**src/rtl/apb_cmd_pkg.sv**
```systemverilog
// Shared types and field layout for the APB command master.
// Command word is {write, addr, wdata}; response word is {timeout_flag, pslverr, prdata}.
package apb_cmd_pkg;

    typedef enum logic [1:0] {
        IDLE   = 2'd0,
        SETUP  = 2'd1,
        ACCESS = 2'd2,
        RESP   = 2'd3
    } state_e;

    // Fixed low-order field offsets; upper offsets scale with the bus widths.
    localparam int unsigned cmd_wdata_lsb  = 0;
    localparam int unsigned rsp_prdata_lsb = 0;

    function automatic int unsigned cmd_width(input int unsigned aw, input int unsigned dw);
        return 1 + aw + dw;
    endfunction

    function automatic int unsigned cmd_addr_lsb(input int unsigned dw);
        return dw;
    endfunction

    function automatic int unsigned cmd_write_bit(input int unsigned aw, input int unsigned dw);
        return aw + dw;
    endfunction

    function automatic int unsigned rsp_width(input int unsigned dw);
        return dw + 2;
    endfunction

    function automatic int unsigned rsp_slverr_bit(input int unsigned dw);
        return dw;
    endfunction

    function automatic int unsigned rsp_timeout_bit(input int unsigned dw);
        return dw + 1;
    endfunction

    // Never narrower than one bit, so a disabled timeout still yields a legal counter.
    function automatic int unsigned ctr_width(input int unsigned t);
        return (t == 0) ? 1 : $clog2(t + 1);
    endfunction

endpackage

```
**src/rtl/apb_cmd_master_timeout_ctr.sv**
```systemverilog
// Saturating ACCESS-cycle counter; expired flags the last permitted wait cycle.
module apb_timeout_ctr
    import apb_cmd_pkg::*;
#(
    parameter int unsigned timeout = 16
) (
    input  logic clk,
    input  logic rst_n,
    input  logic clear,
    input  logic enable,
    output logic expired
);

    localparam int unsigned cw = ctr_width(timeout);

    logic [cw-1:0] cnt;

    always_ff @(posedge clk or negedge rst_n) begin
        if (!rst_n) begin
            cnt <= '0;
        end else if (clear) begin
            cnt <= '0;
        end else if (enable && (cnt != '1)) begin
            cnt <= cnt + cw'(1);
        end
    end

    // A zero timeout never expires.
    assign expired = (timeout != 0) && (cnt == cw'(timeout - 1));

endmodule

```
**src/rtl/apb_cmd_master.sv**
```systemverilog
// APB3 requester: pops commands from a show-ahead FIFO, runs one APB transfer
// per command and pushes one response word per transfer, in order.
module apb_cmd_master
    import apb_cmd_pkg::*;
#(
    parameter int unsigned addr_width = 8,
    parameter int unsigned data_width = 32,
    parameter int unsigned timeout    = 16
) (
    input  logic                                      clk,
    input  logic                                      rst_n,
    input  logic                                      cmd_empty,
    input  logic [cmd_width(addr_width, data_width)-1:0] cmd_dout,
    output logic                                      cmd_rd_en,
    input  logic                                      rsp_full,
    output logic [rsp_width(data_width)-1:0]          rsp_din,
    output logic                                      rsp_wr_en,
    output logic                                      psel,
    output logic                                      penable,
    output logic                                      pwrite,
    output logic [addr_width-1:0]                     paddr,
    output logic [data_width-1:0]                     pwdata,
    input  logic                                      pready,
    input  logic                                      pslverr,
    input  logic [data_width-1:0]                     prdata,
    output logic                                      busy
);

    localparam int unsigned wr_bit   = cmd_write_bit(addr_width, data_width);
    localparam int unsigned addr_lsb = cmd_addr_lsb(data_width);

    state_e state;
    logic   ctr_clear;
    logic   ctr_en;
    logic   expired;

    apb_timeout_ctr #(
        .timeout (timeout)
    ) u_timeout_ctr (
        .clk     (clk),
        .rst_n   (rst_n),
        .clear   (ctr_clear),
        .enable  (ctr_en),
        .expired (expired)
    );

    assign ctr_clear = (state == SETUP);
    assign ctr_en    = (state == ACCESS) && !pready;

    // Reset parks the FSM in IDLE, so the pop strobe is also gated by rst_n.
    assign cmd_rd_en = rst_n && (state == IDLE) && !cmd_empty;
    assign rsp_wr_en = (state == RESP) && !rsp_full;
    assign busy      = (state != IDLE);

    always_ff @(posedge clk or negedge rst_n) begin
        if (!rst_n) begin
            state   <= IDLE;
            psel    <= 1'b0;
            penable <= 1'b0;
            pwrite  <= 1'b0;
            paddr   <= '0;
            pwdata  <= '0;
            rsp_din <= '0;
        end else begin
            case (state)
                IDLE: begin
                    if (!cmd_empty) begin
                        pwrite <= cmd_dout[wr_bit];
                        paddr  <= cmd_dout[addr_lsb +: addr_width];
                        pwdata <= cmd_dout[cmd_wdata_lsb +: data_width];
                        psel   <= 1'b1;
                        state  <= SETUP;
                    end
                end
                SETUP: begin
                    penable <= 1'b1;
                    state   <= ACCESS;
                end
                ACCESS: begin
                    if (pready) begin
                        rsp_din <= {1'b0, pslverr, pwrite ? {data_width{1'b0}} : prdata};
                        psel    <= 1'b0;
                        penable <= 1'b0;
                        state   <= RESP;
                    end else if (expired) begin
                        rsp_din <= {1'b1, 1'b1, {data_width{1'b0}}};
                        psel    <= 1'b0;
                        penable <= 1'b0;
                        state   <= RESP;
                    end
                end
                RESP: begin
                    if (!rsp_full) begin
                        state <= IDLE;
                    end
                end
                default: begin
                    state   <= IDLE;
                    psel    <= 1'b0;
                    penable <= 1'b0;
                end
            endcase
        end
    end

endmodule

```
**config.mk**
```make
export PLATFORM = sky130hd
export DESIGN_NAME = apb_cmd_master
export DESIGN_NICKNAME = d
export VERILOG_FILES = /design/src/rtl/apb_cmd_pkg.sv /design/src/rtl/apb_cmd_master_timeout_ctr.sv /design/src/rtl/apb_cmd_master.sv
export SDC_FILE = /design/constraint.sdc
export NUM_CORES = 1
export LEC_CHECK = 0
export ABC_AREA = 1
export CELL_PAD_IN_SITES_DETAIL_PLACEMENT = 1
export CELL_PAD_IN_SITES_GLOBAL_PLACEMENT = 2
export CORE_MARGIN = 3
export CORE_UTILIZATION = 40
export CTS_BUF_LIST = sky130_fd_sc_hd__clkbuf_8
export DETAILED_ROUTE_END_ITERATION = 8
export DONT_BUFFER_PORTS = 1
export PLACE_DENSITY = 0.9
export SLEW_MARGIN = 20
export SYNTH_ARGS = -nofsm -noshare
export SYNTH_HDL_FRONTEND = slang
export SYNTH_SLANG_ARGS = --single-unit
```
**constraint.sdc**
```tcl
create_clock -name clk -period 3.2 [get_ports clk]
set_clock_uncertainty 0.2 [all_clocks]
set_input_delay 0.64 -clock clk [delete_from_list [all_inputs] [get_ports clk]]
set_output_delay 0.64 -clock clk [all_outputs]
set_load 0.01 [all_outputs]
```
==> results.py <==
metrics = {
    "floorplan": {
        "pin_count": 159,
        "row_count": 34,
        "placeableCoreArea_sq_um": 8810,
        "dieWidth_um": 101,
        "die_area_sq_um": 10300,
        "start_util_pct": 41.4,
        "die_h_um": 101,
    },
    "logic_synthesis": {
        "synth_top_family_by_area": "simple AND/OR/NAND/NOR gates",
        "synth-simple-area-share_pct": 15.3,
        "synth_area_leaders": "dfrtp_1 (58%), nand2_1 (13%), o21ai_2 (7.9%)",
        "synthXorXnorAreaFrac_pct": 0.240,
        "synth-compound-area-share_pct": 14.8,
        "synth_top_area_cell": "dfrtp_1",
        "synth-adder-area-share_pct": 2.40,
        "syn_nets": 476,
        "synthDistinctLibCells": 20,
        "ys_ff_latch": 84,
        "syn-cell-area_sq_um": 3650,
        "syn_avg_cell_area_sq_um": 9.35,
        "synth.mux.area_fraction_pct": 0,
        "post_synth_inst_count": 390,
        "yosysWarnings": 0,
        "yosys.area.top_type_share_pct": 57.6,
        "ys_seq_area_share_pct": 57.6,
    },
    "pwr": {
        "powerDensity_nw_per_um2": 987,
        "p_leak_nw": 1.98,
        "switching_share_pct": 39.7,
        "pwr-share-comb_pct": 26.1,
        "vdd_drop_max_mv": 0.413,
        "p_int_w": 0.00233,
        "pwr-share-clk_pct": 20.4,
        "pwr-share-seq_pct": 53.5,
        "p_sw_w": 0.00154,
        "p_total_w": 0.00387,
    },
    "route": {
        "drc_errors": 0,
        "drtIter0Drc": 47,
        "firstDrtPassIters": 3,
        "viasPerCell": 4.96,
        "dr_total_vias": 2481,
        "wl_per_cell_um": 16.1,
        "ant_nets": 0,
        "wl_um": 8050,
    },
    "sta": {
        "hold_viol_final": 10,
        "fin_crit_ns": 2.31,
        "max_freq_mhz": 433,
        "setup-violations-final": 0,
        "slew_viol_final": 0,
        "slew_headroom_pct": 50.9,
        "finalSetupTns_ns": 0,
        "rsz0062_at_grt": "no",
        "worst_pin_slew_ns": 0.734,
        "whs_ns": -0.0150,
        "fin_crit_sh_pct": 72.2,
    },
    "global_routing": {
        "grt_usage_pct": 15.3,
        "grt_use_met2_pct": 23.9,
        "busiest_layer": "met2",
        "grtUsageMet3_pct": 7.23,
        "grt-ovfl-total": 0,
        "grt_pass1_vias": 2530,
        "grt_max_degree": 85,
        "grt_pass1_wl_um": 12400,
        "antenna_found_initial": 0,
        "met1_usage_pct": 18.3,
    },
    "place": {
        "io_buffers": 0,
        "dp.cells": 484,
        "place_congestion": 0.729,
        "dp_hpwl_um": 5770,
    },
    "run_status": {
        "status": "finished with violations",
        "violations": "hold timing",
    },
    "layout": {
        "stdcell_count": 500,
        "drive_gt1_share_pct": 15.1,
        "antenna_cells": 0,
        "fin_nets": 474,
        "area_delta_synth_final_pct": 7.38,
        "final_common_cell": "nand2_1",
        "fillerInstances": 1042,
        "final_cell_mix": "nand2_1 (123), dfrtp_1 (84), inv_1 (50)",
    },
    "clocking": {
        "numCtsBuffers": 9,
        "htree_levels": 3,
        "clk_path_buf_depth": 2,
        "cts_tree": "done",
        "cts.clk_slew.worst_paths_ns": 0.08,
        "worstSkewPairLatency_ns": 0.33,
        "cts.sinks": 84,
        "clock-root-buffer": "clkbuf_8",
        "cts_resized": 0,
    },
    "worst_setup_path": {
        "crit_end": "rsp_din[14]",
        "required_ns": 3.25,
        "endpoint_kind": "register",
        "worst-r2r-setup-slack_ns": 0.89,
        "rr_endpoint": "rsp_din[14]",
        "startpoint": "u_timeout_ctr.cnt[0]",
        "critPathMaxFanout": 30,
        "r2r_start": "u_timeout_ctr.cnt[0]",
        "crit_path_start_kind": "register",
        "worstRegToRegCells": 8,
        "crit_arrival_ns": 2.36,
        "path_class": "register to register",
    },
    "flow_run": {
        "drv_cap": 0,
    },
    "hold_path": {
        "hp-class": "primary input to async pin",
    },
}
## cells in the mapped netlist, drive strengths merged
cell type / instances
a21oi: 1
nand4: 1
nand3: 5
nand2: 123
nor2: 13
o21ai: 82
inv: 52
xor2: 1
ha: 7
buf: 17
clkbuf: 2
dfrtp: 84
or2: 2
## layer usage
metal / vias up / wire length (um)
li1: 1200 / -
met1: 1146 / 3360
met2: 125 / 3640
met3: 10 / 968
met4: 0 / 90
met5: - / 0
## area by class of cell
class / instances / area (sq um) / area share (%)
sequential: 84 / 2100 / 53.7
multi-input combinational: 235 / 1200 / 30.7
inverter: 52 / 195 / 4.98
tap: 108 / 135 / 3.45
clock buffer: 9 / 124 / 3.16
clock inverter: 6 / 80.1 / 2.04
timing repair buffer: 6 / 77.6 / 1.98
## cells by family after synthesis
kind of cell	Yosys count
adders and majority gates	7
and+or+nand+nor	144
DFF	84
buffers and inverters	71
xor gates and xnor gates	1
AOI/OAI and AO/OA	83
## critical path, cell delays in order (launching register included)
cell,delay (ns)
dfrtp_1,0.41
ha_1,0.22
nand2_1,0.09
nor2_1,0.07
ha_1,0.22
o21ai_4,0.59
buf_4,0.30
nand2_1,0.07
o21ai_1,0.07
## state kept, by name, summed over array words and instances, names as in the netlist
| register | count |
|---|---|
| rsp_din | 34 |
| pwdata | 32 |
| paddr | 8 |
| u_timeout_ctr.cnt | 5 |
| state | 2 |
| penable | 1 |
| psel | 1 |
| pwrite | 1 |
## repair_timing
item / CTS / global route
hold buffers: 1 / 0
endpoints found under the hold margin: 84 / 0
setup buffers: 0 / 0
setup endpoints to repair: 0 / 0
## worst min path at each step
stage	startpoint	to	slack, ns	depth (start not counted)
CTS	rst_n	pwrite	0.01	1
detailed placement	rst_n	rsp_din[26]	0.15	0
global placement	rst_n	rsp_din[22]	0.15	0
floorplan	rst_n	paddr[0]	0.14	0
finish	rst_n	rsp_din[26]	-0.01	1
global route	rst_n	rsp_din[26]	0.02	1
## stage by stage
step / area (sq um) / setup WS, ns / utilization [%]
after detailed placement: 3680 / 0.876 / 41.8
after global routing: 3920 / 0.676 / 44.5
final: 3920 / 0.890 / 44.5
after floorplan: 3650 / 1.42 / -
after CTS: 3920 / 0.839 / 44.5
after global placement: 3680 / 0.991 / 41.8
## power groups by stage
| stage | clock [W] | combinational [W] | sequential [W] |
|---|---|---|---|
| 2_1_floorplan | 0 | 0.000893 | 0.00197 |
| 3_3_place_gp | 0 | 0.000939 | 0.00209 |
| 3_5_place_dp | 0 | 0.00101 | 0.00210 |
| 4_1_cts | 0.000824 | 0.00104 | 0.00208 |
| 5_1_grt | 0.000874 | 0.00118 | 0.00213 |
| 6_report | 0.000789 | 0.00101 | 0.00207 |
(Power assumes the default switching activity.)
